## src/rtl/mem_spi_pkg.sv

```systemverilog
// Constants, state encoding and frame helpers shared by the SPI memory read/write engines.
// MEM_WRITE_WREN_EN adds the WREN/GAP states used for the write-enable preamble.
package mem_spi_pkg;

  localparam logic [7:0] SPI_CMD_READ  = 8'h03;
  localparam logic [7:0] SPI_CMD_WRITE = 8'h02;
  localparam logic [7:0] SPI_CMD_WREN  = 8'h06;

  localparam logic [1:0] SIZE_BYTE = 2'b00;
  localparam logic [1:0] SIZE_HALF = 2'b01;
  localparam logic [1:0] SIZE_WORD = 2'b10;

  localparam int FRAME_W = 64;
  localparam int LEN_W   = 7;

`ifdef MEM_WRITE_WREN_EN
  typedef enum logic [2:0] {IDLE, SHIFT, DONE, WREN, GAP} wr_state_e;
`else
  typedef enum logic [1:0] {IDLE, SHIFT, DONE} wr_state_e;
`endif

  // Encoding 11 is treated as a word store.
  function automatic logic [LEN_W-1:0] frame_len(input logic [1:0] size);
    case (size)
      SIZE_BYTE: return 7'd40;
      SIZE_HALF: return 7'd48;
      default:   return 7'd64;
    endcase
  endfunction

  // Left-aligned frame; bytes beyond the frame length are never shifted out.
  function automatic logic [FRAME_W-1:0] write_frame(input logic [23:0] addr,
                                                     input logic [31:0] data);
    return {SPI_CMD_WRITE, addr, data[7:0], data[15:8], data[23:16], data[31:24]};
  endfunction

endpackage

```

## src/rtl/spi_shift_out.sv

```systemverilog
// MSB-first SPI mode-0 serialiser: two clk cycles per bit, sclk low then high.
module spi_shift_out
  import mem_spi_pkg::*;
(
  input  logic               clk,
  input  logic               rst_n,
  input  logic               load_i,
  input  logic [FRAME_W-1:0] frame_i,
  input  logic [LEN_W-1:0]   len_i,
  output logic               sclk_o,
  output logic               mosi_o,
  output logic               last_o
);

  logic [FRAME_W-1:0] shift_q, shift_d;
  logic [LEN_W-1:0]   cnt_q, cnt_d;
  logic               phase_q, phase_d;
  logic               active_q, active_d;

  always_ff @(posedge clk or negedge rst_n) begin
    if (!rst_n) begin
      shift_q  <= '0;
      cnt_q    <= '0;
      phase_q  <= 1'b0;
      active_q <= 1'b0;
    end else begin
      shift_q  <= shift_d;
      cnt_q    <= cnt_d;
      phase_q  <= phase_d;
      active_q <= active_d;
    end
  end

  always_comb begin
    shift_d  = shift_q;
    cnt_d    = cnt_q;
    phase_d  = phase_q;
    active_d = active_q;
    if (load_i) begin
      shift_d  = frame_i;
      cnt_d    = len_i;
      phase_d  = 1'b0;
      active_d = 1'b1;
    end else if (active_q) begin
      if (!phase_q) begin
        phase_d = 1'b1;
      end else begin
        // End of high phase: advance to the next bit.
        phase_d = 1'b0;
        shift_d = {shift_q[FRAME_W-2:0], 1'b0};
        cnt_d   = cnt_q - 7'd1;
        if (cnt_q == 7'd1) active_d = 1'b0;
      end
    end
  end

  assign sclk_o = active_q & phase_q;
  assign mosi_o = active_q & shift_q[FRAME_W-1];
  assign last_o = active_q & phase_q & (cnt_q == 7'd1);

endmodule

```

## src/rtl/mem_write.sv

```systemverilog
// SPI memory write engine: latches a store request and sends 0x02 + address + data.
// Define MEM_WRITE_WREN_EN to prefix each write with a WREN (0x06) command frame.
module mem_write
  import mem_spi_pkg::*;
(
  input  logic        clk,
  input  logic        rst_n,
  input  logic [23:0] target_address,
  input  logic [31:0] write_data,
  input  logic [1:0]  write_size,
  input  logic        start_write,
  output logic        write_done,
  output logic        sclk,
  output logic        mosi,
  output logic        cs
);

  wr_state_e          state_q, state_d;
  logic               load;
  logic [FRAME_W-1:0] frame;
  logic [LEN_W-1:0]   len;
  logic               last;

`ifdef MEM_WRITE_WREN_EN
  // The write frame is built after the preamble, so the request must be held here.
  logic [23:0] addr_q;
  logic [31:0] data_q;
  logic [1:0]  size_q;

  always_ff @(posedge clk or negedge rst_n) begin
    if (!rst_n) begin
      addr_q <= '0;
      data_q <= '0;
      size_q <= '0;
    end else if (state_q == IDLE && start_write) begin
      addr_q <= target_address;
      data_q <= write_data;
      size_q <= write_size;
    end
  end
`endif

  always_ff @(posedge clk or negedge rst_n) begin
    if (!rst_n) state_q <= IDLE;
    else        state_q <= state_d;
  end

  always_comb begin
    state_d = state_q;
    case (state_q)
`ifdef MEM_WRITE_WREN_EN
      IDLE:  if (start_write) state_d = WREN;
      WREN:  if (last) state_d = GAP;
      GAP:   state_d = SHIFT;
`else
      IDLE:  if (start_write) state_d = SHIFT;
`endif
      SHIFT: if (last) state_d = DONE;
      DONE:  if (!start_write) state_d = IDLE;
      default: state_d = IDLE;
    endcase
  end

  always_comb begin
    load       = 1'b0;
    frame      = '0;
    len        = '0;
    cs         = 1'b1;
    write_done = 1'b0;
    case (state_q)
      IDLE: begin
        if (start_write) begin
          load = 1'b1;
`ifdef MEM_WRITE_WREN_EN
          frame = {SPI_CMD_WREN, 56'd0};
          len   = 7'd8;
`else
          frame = write_frame(target_address, write_data);
          len   = frame_len(write_size);
`endif
        end
      end
`ifdef MEM_WRITE_WREN_EN
      WREN: cs = 1'b0;
      GAP: begin
        load  = 1'b1;
        frame = write_frame(addr_q, data_q);
        len   = frame_len(size_q);
      end
`endif
      SHIFT: cs = 1'b0;
      DONE:  write_done = 1'b1;
      default: ;
    endcase
  end

  spi_shift_out u_shift (
    .clk     (clk),
    .rst_n   (rst_n),
    .load_i  (load),
    .frame_i (frame),
    .len_i   (len),
    .sclk_o  (sclk),
    .mosi_o  (mosi),
    .last_o  (last)
  );

endmodule

```

## config.mk

```make
export PLATFORM = sky130hd
export DESIGN_NAME = mem_write
export DESIGN_NICKNAME = d
export VERILOG_FILES = /design/src/rtl/mem_spi_pkg.sv /design/src/rtl/spi_shift_out.sv /design/src/rtl/mem_write.sv
export SDC_FILE = /design/constraint.sdc
export NUM_CORES = 1
export LEC_CHECK = 0
export ABC_AREA = 1
export ABC_CLOCK_PERIOD_IN_PS = 1460
export BUFFER_PORTS_ARGS = -buffer_cell sky130_fd_sc_hd__buf_2
export CAP_MARGIN = 40
export CORE_MARGIN = 10
export CORE_UTILIZATION = 50
export DETAILED_ROUTE_END_ITERATION = 12
export PLACE_DENSITY = 0.8
export REMOVE_ABC_BUFFERS = 1
export SYNTH_ARGS = -nofsm -noshare
export SYNTH_HDL_FRONTEND = slang
export SYNTH_SLANG_ARGS = --single-unit
```

## constraint.sdc

```tcl
create_clock -name clk -period 1.46 [get_ports clk]
set_input_delay 0.073 -clock clk [delete_from_list [all_inputs] [get_ports clk]]
set_output_delay 0.073 -clock clk [all_outputs]
set_load 0.01 [all_outputs]
```

==> impl_summary.log, run 1 <==
INFO  metric status = finished clean
INFO  metric critical_path_arrival = 1.32 ns
INFO  metric dp.final_hpwl = about 5700 µm
INFO  metric cts.reportedPaths.clkPinSlew = approximately 0.080 ns
INFO  metric synthesis.area_per_instance = approximately 8.1 µm²
INFO  metric crit-reg2reg-capture = u_shift.cnt_q[3]
INFO  metric htree_levels = 3
INFO  metric finish.net_count = 610
INFO  metric combinationalPowerShare = a little under 40%
INFO  metric max-vdd-ir-drop = 0.837 mV
INFO  metric cts_tree = built
INFO  metric clk_latency = 0.35 ns
INFO  metric route.detailed.drc = 0
INFO  metric postRouteAntennaNets = 0
INFO  metric area_fraction_of_the_dominant_cell_type_after_synthesis = 54.1%
INFO  metric timing.reg2reg.worst_path_depth = 9
INFO  metric crit_slowest_cell = sky130_fd_sc_hd__dfrtp_1
INFO  metric cts_made_buffers = 9
INFO  metric cts-root-buf = sky130_fd_sc_hd__clkbuf_8
INFO  metric post-route-util = between 70% and 80%
INFO  metric layout.cells.most_common_list = sky130_fd_sc_hd__nand2_1 (134), sky130_fd_sc_hd__nand3_1 (116), sky130_fd_sc_hd__dfrtp_1 (75)
INFO  metric max_slew_margin = ~70%
INFO  metric post_cts.repair.setup_buffers = 0
INFO  metric unrepaired_setup_endpoints_after_global_routing = no
INFO  metric fin_worst_skew = 0.00646 ns
INFO  metric period_share = 95.6%
INFO  metric critPathLaunchType = flop
INFO  metric grt.overflow.total = 0
INFO  metric detail_route.wirelength = 9510 µm
INFO  metric drive_gt1_share = 18.3%
INFO  metric switchingPower = 3.16 mW
INFO  metric vias_per_instance = 5.36
INFO  metric route.detailed.wl_per_inst = 15.0 µm
INFO  metric timing.critical_path.to_type = output port
INFO  metric crit_path_start = u_shift.active_q
INFO  metric synth_cells = 426
INFO  metric synthXorXnorAreaFrac = 0.252%
INFO  metric mappedNetlistArea = 3470 µm²
INFO  metric grt_max_degree = 46
INFO  metric tightest_slew = 0.449 ns
INFO  metric gp_congestion = roughly 0.88
INFO  metric sequential_share_of_the_synthesized_area = a little over half
INFO  metric drv.max_cap_violation_count = 0
INFO  metric clock_power_share = 20.7%
INFO  metric detail_route.iter0.violations = 227
INFO  metric initial_cell_density_of_the_core = 51.4%
INFO  metric chipWidth = 103 µm
INFO  metric yosysUniqueCellTypes = 24
INFO  metric num_antenna_cells = 0
INFO  metric endpoint_of_the_worst_setup_timing_path = sclk
INFO  metric globalRouteTotalUtil = 18.8%
INFO  metric synth_simple_gate_area_share = 33.9%
INFO  metric yosys.area_share.adder = 0.721%
INFO  metric seq_power_share = 39.9%
INFO  metric core_area = 6760 µm²
INFO  metric internal_power = 5.11 mW
INFO  metric final_period_demand_of_the_worst_path = about 1.4 ns
INFO  metric detailedRoute.firstPassIterationCount = 7
INFO  metric synthDominantAreaCellType = sky130_fd_sc_hd__dfrtp_1
INFO  metric maxClockFrequency = ~0.72 GHz
INFO  metric main_combinational_cell_family_by_area_after_synthesis = simple AND/OR/NAND/NOR gates
INFO  metric setup_viol = 0
INFO  metric leading_cell_type_in_the_layout_fill_and_taps_excluded = sky130_fd_sc_hd__nand2_1
INFO  metric post-layout-total-power = 8.27 mW
INFO  metric grt_first_pass_wirelength = approximately 16000 µm
INFO  metric yosys_warnings = 0
INFO  metric switching_share = 38.2%
INFO  metric synth.area.top_cells = sky130_fd_sc_hd__dfrtp_1 (54%), sky130_fd_sc_hd__nand3_1 (17%), sky130_fd_sc_hd__nand2_1 (14%)
INFO  metric first_global_vias = 3338
INFO  metric critical_path_class = flop to output port
INFO  metric r2r-start = state_q[1]
INFO  metric yosys-mux-area-fraction = 0%
INFO  metric port_buffers = 64
INFO  metric total_leakage_power = 2.39 nW
INFO  metric class_of_the_most_critical_hold_timing_path = input port to flop
INFO  metric num_rows = 30
INFO  metric maxSlewViolCount = 0
INFO  metric design.portCount = between 60 and 70
INFO  metric timing.critical_path.cells = nand2_1 > inv_4 > buf_2
INFO  metric ctsLongestPathBuffers = 2
INFO  metric die_area = 10700 µm²
INFO  metric area.growth.synth_to_final = 36.4%
INFO  metric crit_path_max_fanout = 23
INFO  metric worstPathRequired = 1.39 ns
INFO  metric pwr_density_cell = 1750 nW/µm²
INFO  metric initial_antenna_violation_count = 0
INFO  metric synth_compound_gate_area_share = 4.18%
INFO  metric clock_sink_count = between 70 and 80
INFO  metric critical-path-max-stage-delay = 0.38 ns
INFO  metric report.final.hold_viol_count = 0
INFO  metric setup.reg_to_reg.worst_slack = 0.12 ns
INFO  metric ys_seq_elements = 75
INFO  metric die_height = 103 µm
INFO  metric vias = 3389
INFO  metric hold_ws = 0.0215 ns
==> synthesized netlist by cell type <==
library cell / n
sky130_fd_sc_hd__o211ai_1: 4
sky130_fd_sc_hd__buf_6: 2
sky130_fd_sc_hd__clkbuf_1: 2
sky130_fd_sc_hd__inv_1: 25
sky130_fd_sc_hd__inv_2: 1
sky130_fd_sc_hd__xor2_1: 1
sky130_fd_sc_hd__o21ai_1: 1
sky130_fd_sc_hd__ha_1: 2
sky130_fd_sc_hd__buf_2: 17
sky130_fd_sc_hd__nand2_2: 2
sky130_fd_sc_hd__o21bai_1: 2
sky130_fd_sc_hd__a22o_1: 1
sky130_fd_sc_hd__a31oi_1: 3
sky130_fd_sc_hd__o31ai_1: 1
sky130_fd_sc_hd__buf_4: 1
sky130_fd_sc_hd__nand4_1: 2
sky130_fd_sc_hd__nor2_1: 15
sky130_fd_sc_hd__a21oi_1: 4
sky130_fd_sc_hd__o21ai_0: 8
sky130_fd_sc_hd__nand3_1: 116
sky130_fd_sc_hd__dfrtp_1: 75
sky130_fd_sc_hd__nand2_1: 134
sky130_fd_sc_hd__buf_1: 5
sky130_fd_sc_hd__nor3_1: 2
==> worst max-delay path, delay by kind of cell (launching register included) <==
family / cells / cell delay [ns]
and+or+nand+nor: 1 / 0.14
DFF: 1 / 0.38
buffers and inverters: 2 / 0.45
==> layer usage <==
layer,wire [µm],up-vias,track usage [%]
met5,0,-,0
met2,4590,114,30.1
met4,221,0,8.56
met1,4060,1618,23.7
met3,640,22,4.39
li1,-,1635,-
==> power groups by stage <==
stage / registers, mW / logic (mW) / clock network, mW
after detailed placement: 3.30 / 3.13 / 0
final: 3.30 / 3.26 / 1.71
after CTS: 3.28 / 3.27 / 1.75
after global placement: 3.28 / 3.01 / 0
after global routing: 3.38 / 3.68 / 1.83
after floorplan: 3.19 / 2.02 / 0
==> state kept, by name, summed over array words and instances, names as in the netlist <==
signal / cells
u_shift.shift_q: 64
u_shift.cnt_q: 7
state_q: 2
u_shift.active_q: 1
u_shift.phase_q: 1
==> how the worst min path moves through the flow <==
| stage | endpoint | depth (start not counted) | startpoint |
|---|---|---|---|
| 5_1_grt | u_shift.cnt_q[3] | 4 | write_size[0] |
| 3_5_place_dp | u_shift.shift_q[24] | 1 | rst_n |
| 2_1_floorplan | state_q[0] | 0 | rst_n |
| 3_3_place_gp | u_shift.shift_q[24] | 1 | rst_n |
| 4_1_cts | u_shift.cnt_q[3] | 4 | write_size[0] |
| 6_report | u_shift.cnt_q[3] | 4 | write_size[0] |
==> metrics by stage <==
step                      cell area (µm²)  instances  TNS, ns  setup slack (ns)
after floorplan                      3330        399   -67.70             -1.14
final                                4730        632        0            0.0638
after global routing                 4730        632        0           0.00258
after detailed placement             3930        558        0             0.117
after global placement               3930        558        0             0.177
after CTS                            4730        632        0            0.0519
==> cell families after synthesis <==
family / after synthesis
compound gates: 24
xor+xnor: 1
fa+ha+maj: 2
buf+inv: 53
flops: 75
simple gates: 271
==> timing repair <==
item | in CTS | in global routing
endpoints found under the hold margin | 88 | 0
hold buffers | 58 | 0
setup endpoints to repair | 1 | 2
gates resized for setup | 1 | 1
pin swaps | 0 | 0
==> layout make-up <==
cell class | instances | area [µm²]
fillers | 512 | 2020
flip-flops and latches | 75 | 1880
multi-input cells | 298 | 1360
repair buffers | 137 | 1080
clock buffers | 12 | 165
inverters | 26 | 100
well taps | 80 | 100
clock inverters | 4 | 47.5
No activity file was read; power rests on OpenSTA's default activity.
==> inputs of run 2 (changes only) <==
--- a/config.mk
+++ b/config.mk
@@ -9,7 +9,7 @@
 export ABC_CLOCK_PERIOD_IN_PS = 1460
 export BUFFER_PORTS_ARGS = -buffer_cell sky130_fd_sc_hd__buf_2
 export CAP_MARGIN = 40
-export CORE_MARGIN = 10
+export CORE_MARGIN = 2
 export CORE_UTILIZATION = 50
 export DETAILED_ROUTE_END_ITERATION = 12
 export PLACE_DENSITY = 0.8
==> run 2 against run 1 <==
Effect of this change: sequential share of layout area fell by 0.58 points; flip-flop and latch count did not move; core utilization rose by 1.0 points; critical path depth rose by 1; global-route usage rose by 6.4 points; first-iteration DRC count rose by 63%; via count rose by 0.74%; largest cell class unchanged.
==> impl_summary.log, run 2 (synthesized netlist as in run 1, its figures left out) <==
INFO  metric initial_cell_density_of_the_core = 51.4% (unchanged)
INFO  metric drv.max_cap_violation_count = 0 (unchanged)
INFO  metric worstHoldPathCells = 4 (unchanged)
INFO  metric chipWidth = 87.3 µm (was 103 µm)
INFO  metric grt_first_pass_wirelength = 15000 µm (was 15900 µm)
INFO  metric r2r-start = u_shift.active_q (was state_q[1])
INFO  metric class_of_the_most_critical_hold_timing_path = input port to flop (unchanged)
INFO  metric num_antenna_cells = 0 (unchanged)
INFO  metric vias = 3414 (was 3389)
INFO  metric core_area = 6760 µm² (unchanged)
INFO  metric setup.reg_to_reg.worst_slack = 0.08 ns (was 0.12 ns)
INFO  metric initial_antenna_violation_count = 0 (unchanged)
INFO  metric grt_max_degree = 42 (was 46)
INFO  metric setup_viol = 0 (unchanged)
INFO  metric grt.overflow.total = 0 (unchanged)
INFO  metric postRouteAntennaNets = 0 (unchanged)
INFO  metric report.final.hold_viol_count = 0 (unchanged)
INFO  metric cts_tree = built (unchanged)
INFO  metric first_global_vias = 3269 (was 3338)
INFO  metric leading_registers_by_flop_count = u_shift.shift_q x64, u_shift.cnt_q x7, state_q x2 (unchanged)
INFO  metric port_buffers = 64 (unchanged)
INFO  metric final_period_demand_of_the_worst_path = 1.38 ns (was 1.40 ns)
INFO  metric design.portCount = 65 (unchanged)
INFO  metric timing.reg2reg.worst_path_depth = 6 (was 9)
INFO  metric detailedRoute.firstPassIterationCount = 5 (was 7)
INFO  metric register_area = 1880 µm² (unchanged)
INFO  metric critical_path_class = flop to output port (unchanged)
INFO  metric largest_reg_flops = 64 (unchanged)
INFO  metric grt_util_met1 = 33.8% (was 23.7%)
INFO  metric drive_gt1_share = 18.9% (was 18.3%)
INFO  metric crit-reg2reg-capture = u_shift.shift_q[7] (was u_shift.cnt_q[3])
INFO  metric top_usage_layer = met2 (unchanged)
INFO  metric maxSlewViolCount = 0 (unchanged)
INFO  metric maxClockFrequency = 0.722 GHz (was 0.716 GHz)
INFO  metric top_register = u_shift.shift_q (unchanged)
INFO  metric cts-root-buf = sky130_fd_sc_hd__clkbuf_8 (unchanged)
INFO  metric pwr_density_cell = 1790 nW/µm² (was 1750 nW/µm²)
INFO  metric post-layout-total-power = 8.59 mW (was 8.27 mW)
INFO  metric timing.critical_path.to_type = output port (unchanged)
INFO  metric critPathLaunchType = flop (unchanged)
INFO  metric period_share = 94.9% (was 95.6%)
INFO  metric postPlaceCellArea = 3950 µm² (was 3930 µm²)
INFO  metric vias_per_instance = 5.38 (was 5.36)
INFO  metric unrepaired_setup_endpoints_after_global_routing = no (unchanged)
INFO  metric total_area_of_multi_input_combinational_cells = 1370 µm² (was 1360 µm²)
INFO  metric max_slew_margin = 73.7% (was 70.0%)
INFO  metric num_rows = 30 (unchanged)
INFO  metric nFillCells = 479 (was 512)
INFO  metric area.growth.synth_to_final = 38.4% (was 36.4%)
INFO  metric crit_path_max_fanout = 11 (was 23)
INFO  metric route.detailed.wl_per_inst = 13.8 µm (was 15.0 µm)
INFO  metric clock_sink_count = 75 (unchanged)
INFO  metric status = finished clean (unchanged)
INFO  metric dp.final_hpwl = 5230 µm (was 5700 µm)
INFO  metric leading_cell_type_in_the_layout_fill_and_taps_excluded = sky130_fd_sc_hd__nand2_1 (unchanged)
INFO  metric gp_congestion = 0.849 (was 0.876)
INFO  metric postLayoutCellArea = 4800 µm² (was 4730 µm²)
INFO  metric cts_made_buffers = 9 (unchanged)
INFO  metric worstPathRequired = 1.39 ns (about the same)
INFO  metric die_area = 7620 µm² (was 10700 µm²)
INFO  metric globalRouteMet3Util = 5.40% (was 4.39%)
INFO  metric fin_worst_skew = 0.00540 ns (was 0.00646 ns)
INFO  metric max-vdd-ir-drop = 0.870 mV (was 0.837 mV)
INFO  metric whs_endpoint = u_shift.cnt_q[3] (unchanged)
INFO  metric die_height = 87.3 µm (was 103 µm)
INFO  metric detail_route.wirelength = 8790 µm (was 9510 µm)
INFO  metric critical_path_arrival = 1.31 ns (was 1.32 ns)
INFO  metric cts.reportedPaths.clkPinSlew = 0.08 ns (about the same)
INFO  metric finish.net_count = 613 (was 610)
INFO  metric detail_route.iter0.violations = 371 (was 227)
INFO  metric total_leakage_power = 2.42 nW (was 2.39 nW)
INFO  metric grt_use_met2 = 40.2% (was 30.1%)
INFO  metric tightest_slew = 0.395 ns (was 0.449 ns)
INFO  metric post-route-util = 71.1% (was 70.0%)
INFO  metric layout.cells.most_common_list = sky130_fd_sc_hd__nand2_1 (133), sky130_fd_sc_hd__nand3_1 (116), sky130_fd_sc_hd__dfrtp_1 (75) (was sky130_fd_sc_hd__nand2_1 (134), sky130_fd_sc_hd__nand3_1 (116), sky130_fd_sc_hd__dfrtp_1 (75))
INFO  metric min-delay-start = write_size[0] (unchanged)
INFO  metric htree_levels = 3 (unchanged)
INFO  metric clk_latency = 0.35 ns (about the same)
INFO  metric route.detailed.drc = 0 (unchanged)
INFO  metric globalRouteTotalUtil = 25.2% (was 18.8%)
INFO  metric ctsLongestPathBuffers = 2 (unchanged)
run 2: worst max-delay path by stage:
| stage | slack, ns | startpoint | cells past startpoint | end |
|---|---|---|---|---|
| 2_1_floorplan | -1.14 | state_q[1] | 4 | u_shift.shift_q[0] |
| 3_3_place_gp | 0.16 | state_q[1] | 6 | u_shift.shift_q[0] |
| 3_5_place_dp | 0.10 | u_shift.active_q | 5 | u_shift.shift_q[22] |
| 4_1_cts | 0.02 | u_shift.active_q | 4 | sclk |
| 5_1_grt | 0.0008 | state_q[1] | 9 | u_shift.cnt_q[6] |
| 6_report | 0.08 | u_shift.active_q | 4 | sclk |
run 2: final cells by class:
class | count | area share (%)
Tap cell | 80 | 2.08
Inverter | 26 | 2.08
Sequential cell | 75 | 39.1
Clock buffer | 9 | 2.58
Clock inverter | 7 | 2.42
Multi-Input combinational cell | 298 | 28.6
Timing Repair Buffer | 140 | 23.2
run 2: what timing repair did:
action	CTS	global route
cloned	0	0
hold endpoints to repair	83	0
endpoints found under the setup margin	1	56
setup buffers	2	0
hold buffers	58	0
gates resized for setup	1	3
run 2: stage by stage:
stage / hold WS, ns / TNS, ns / setup slack, ns / cells
after floorplan: -0.223 / -67.70 / -1.14 / 399
after global placement: 0.0192 / 0 / 0.159 / 559
after detailed placement: 0.0311 / 0 / 0.101 / 559
after CTS: 0.00931 / 0 / 0.0231 / 635
after global routing: 0.0668 / 0 / 0.000796 / 635
final: 0.0352 / 0 / 0.0750 / 635
run 2: power by group:
part / total, mW / switching [mW] / leakage, nW / internal [mW]
sequential: 3.31 / 0.458 / 0.959 / 2.85
combinational: 3.38 / 1.96 / 1.34 / 1.42
clock: 1.90 / 0.771 / 0.119 / 1.13
run 2: metal layers:
layer / vias to the layer above / share of wire (%)
met5: - / 0
met4: 0 / 1.7
met3: 19 / 6.5
met2: 151 / 49
met1: 1605 / 43
li1: 1639 / -
run 2: worst max-delay path, cell delays in order (launching register included):
cell and delay (ns):
sky130_fd_sc_hd__dfrtp_1 0.40, sky130_fd_sc_hd__nand2_2 0.14, sky130_fd_sc_hd__inv_4 0.10, sky130_fd_sc_hd__buf_4 0.18, sky130_fd_sc_hd__buf_2 0.15
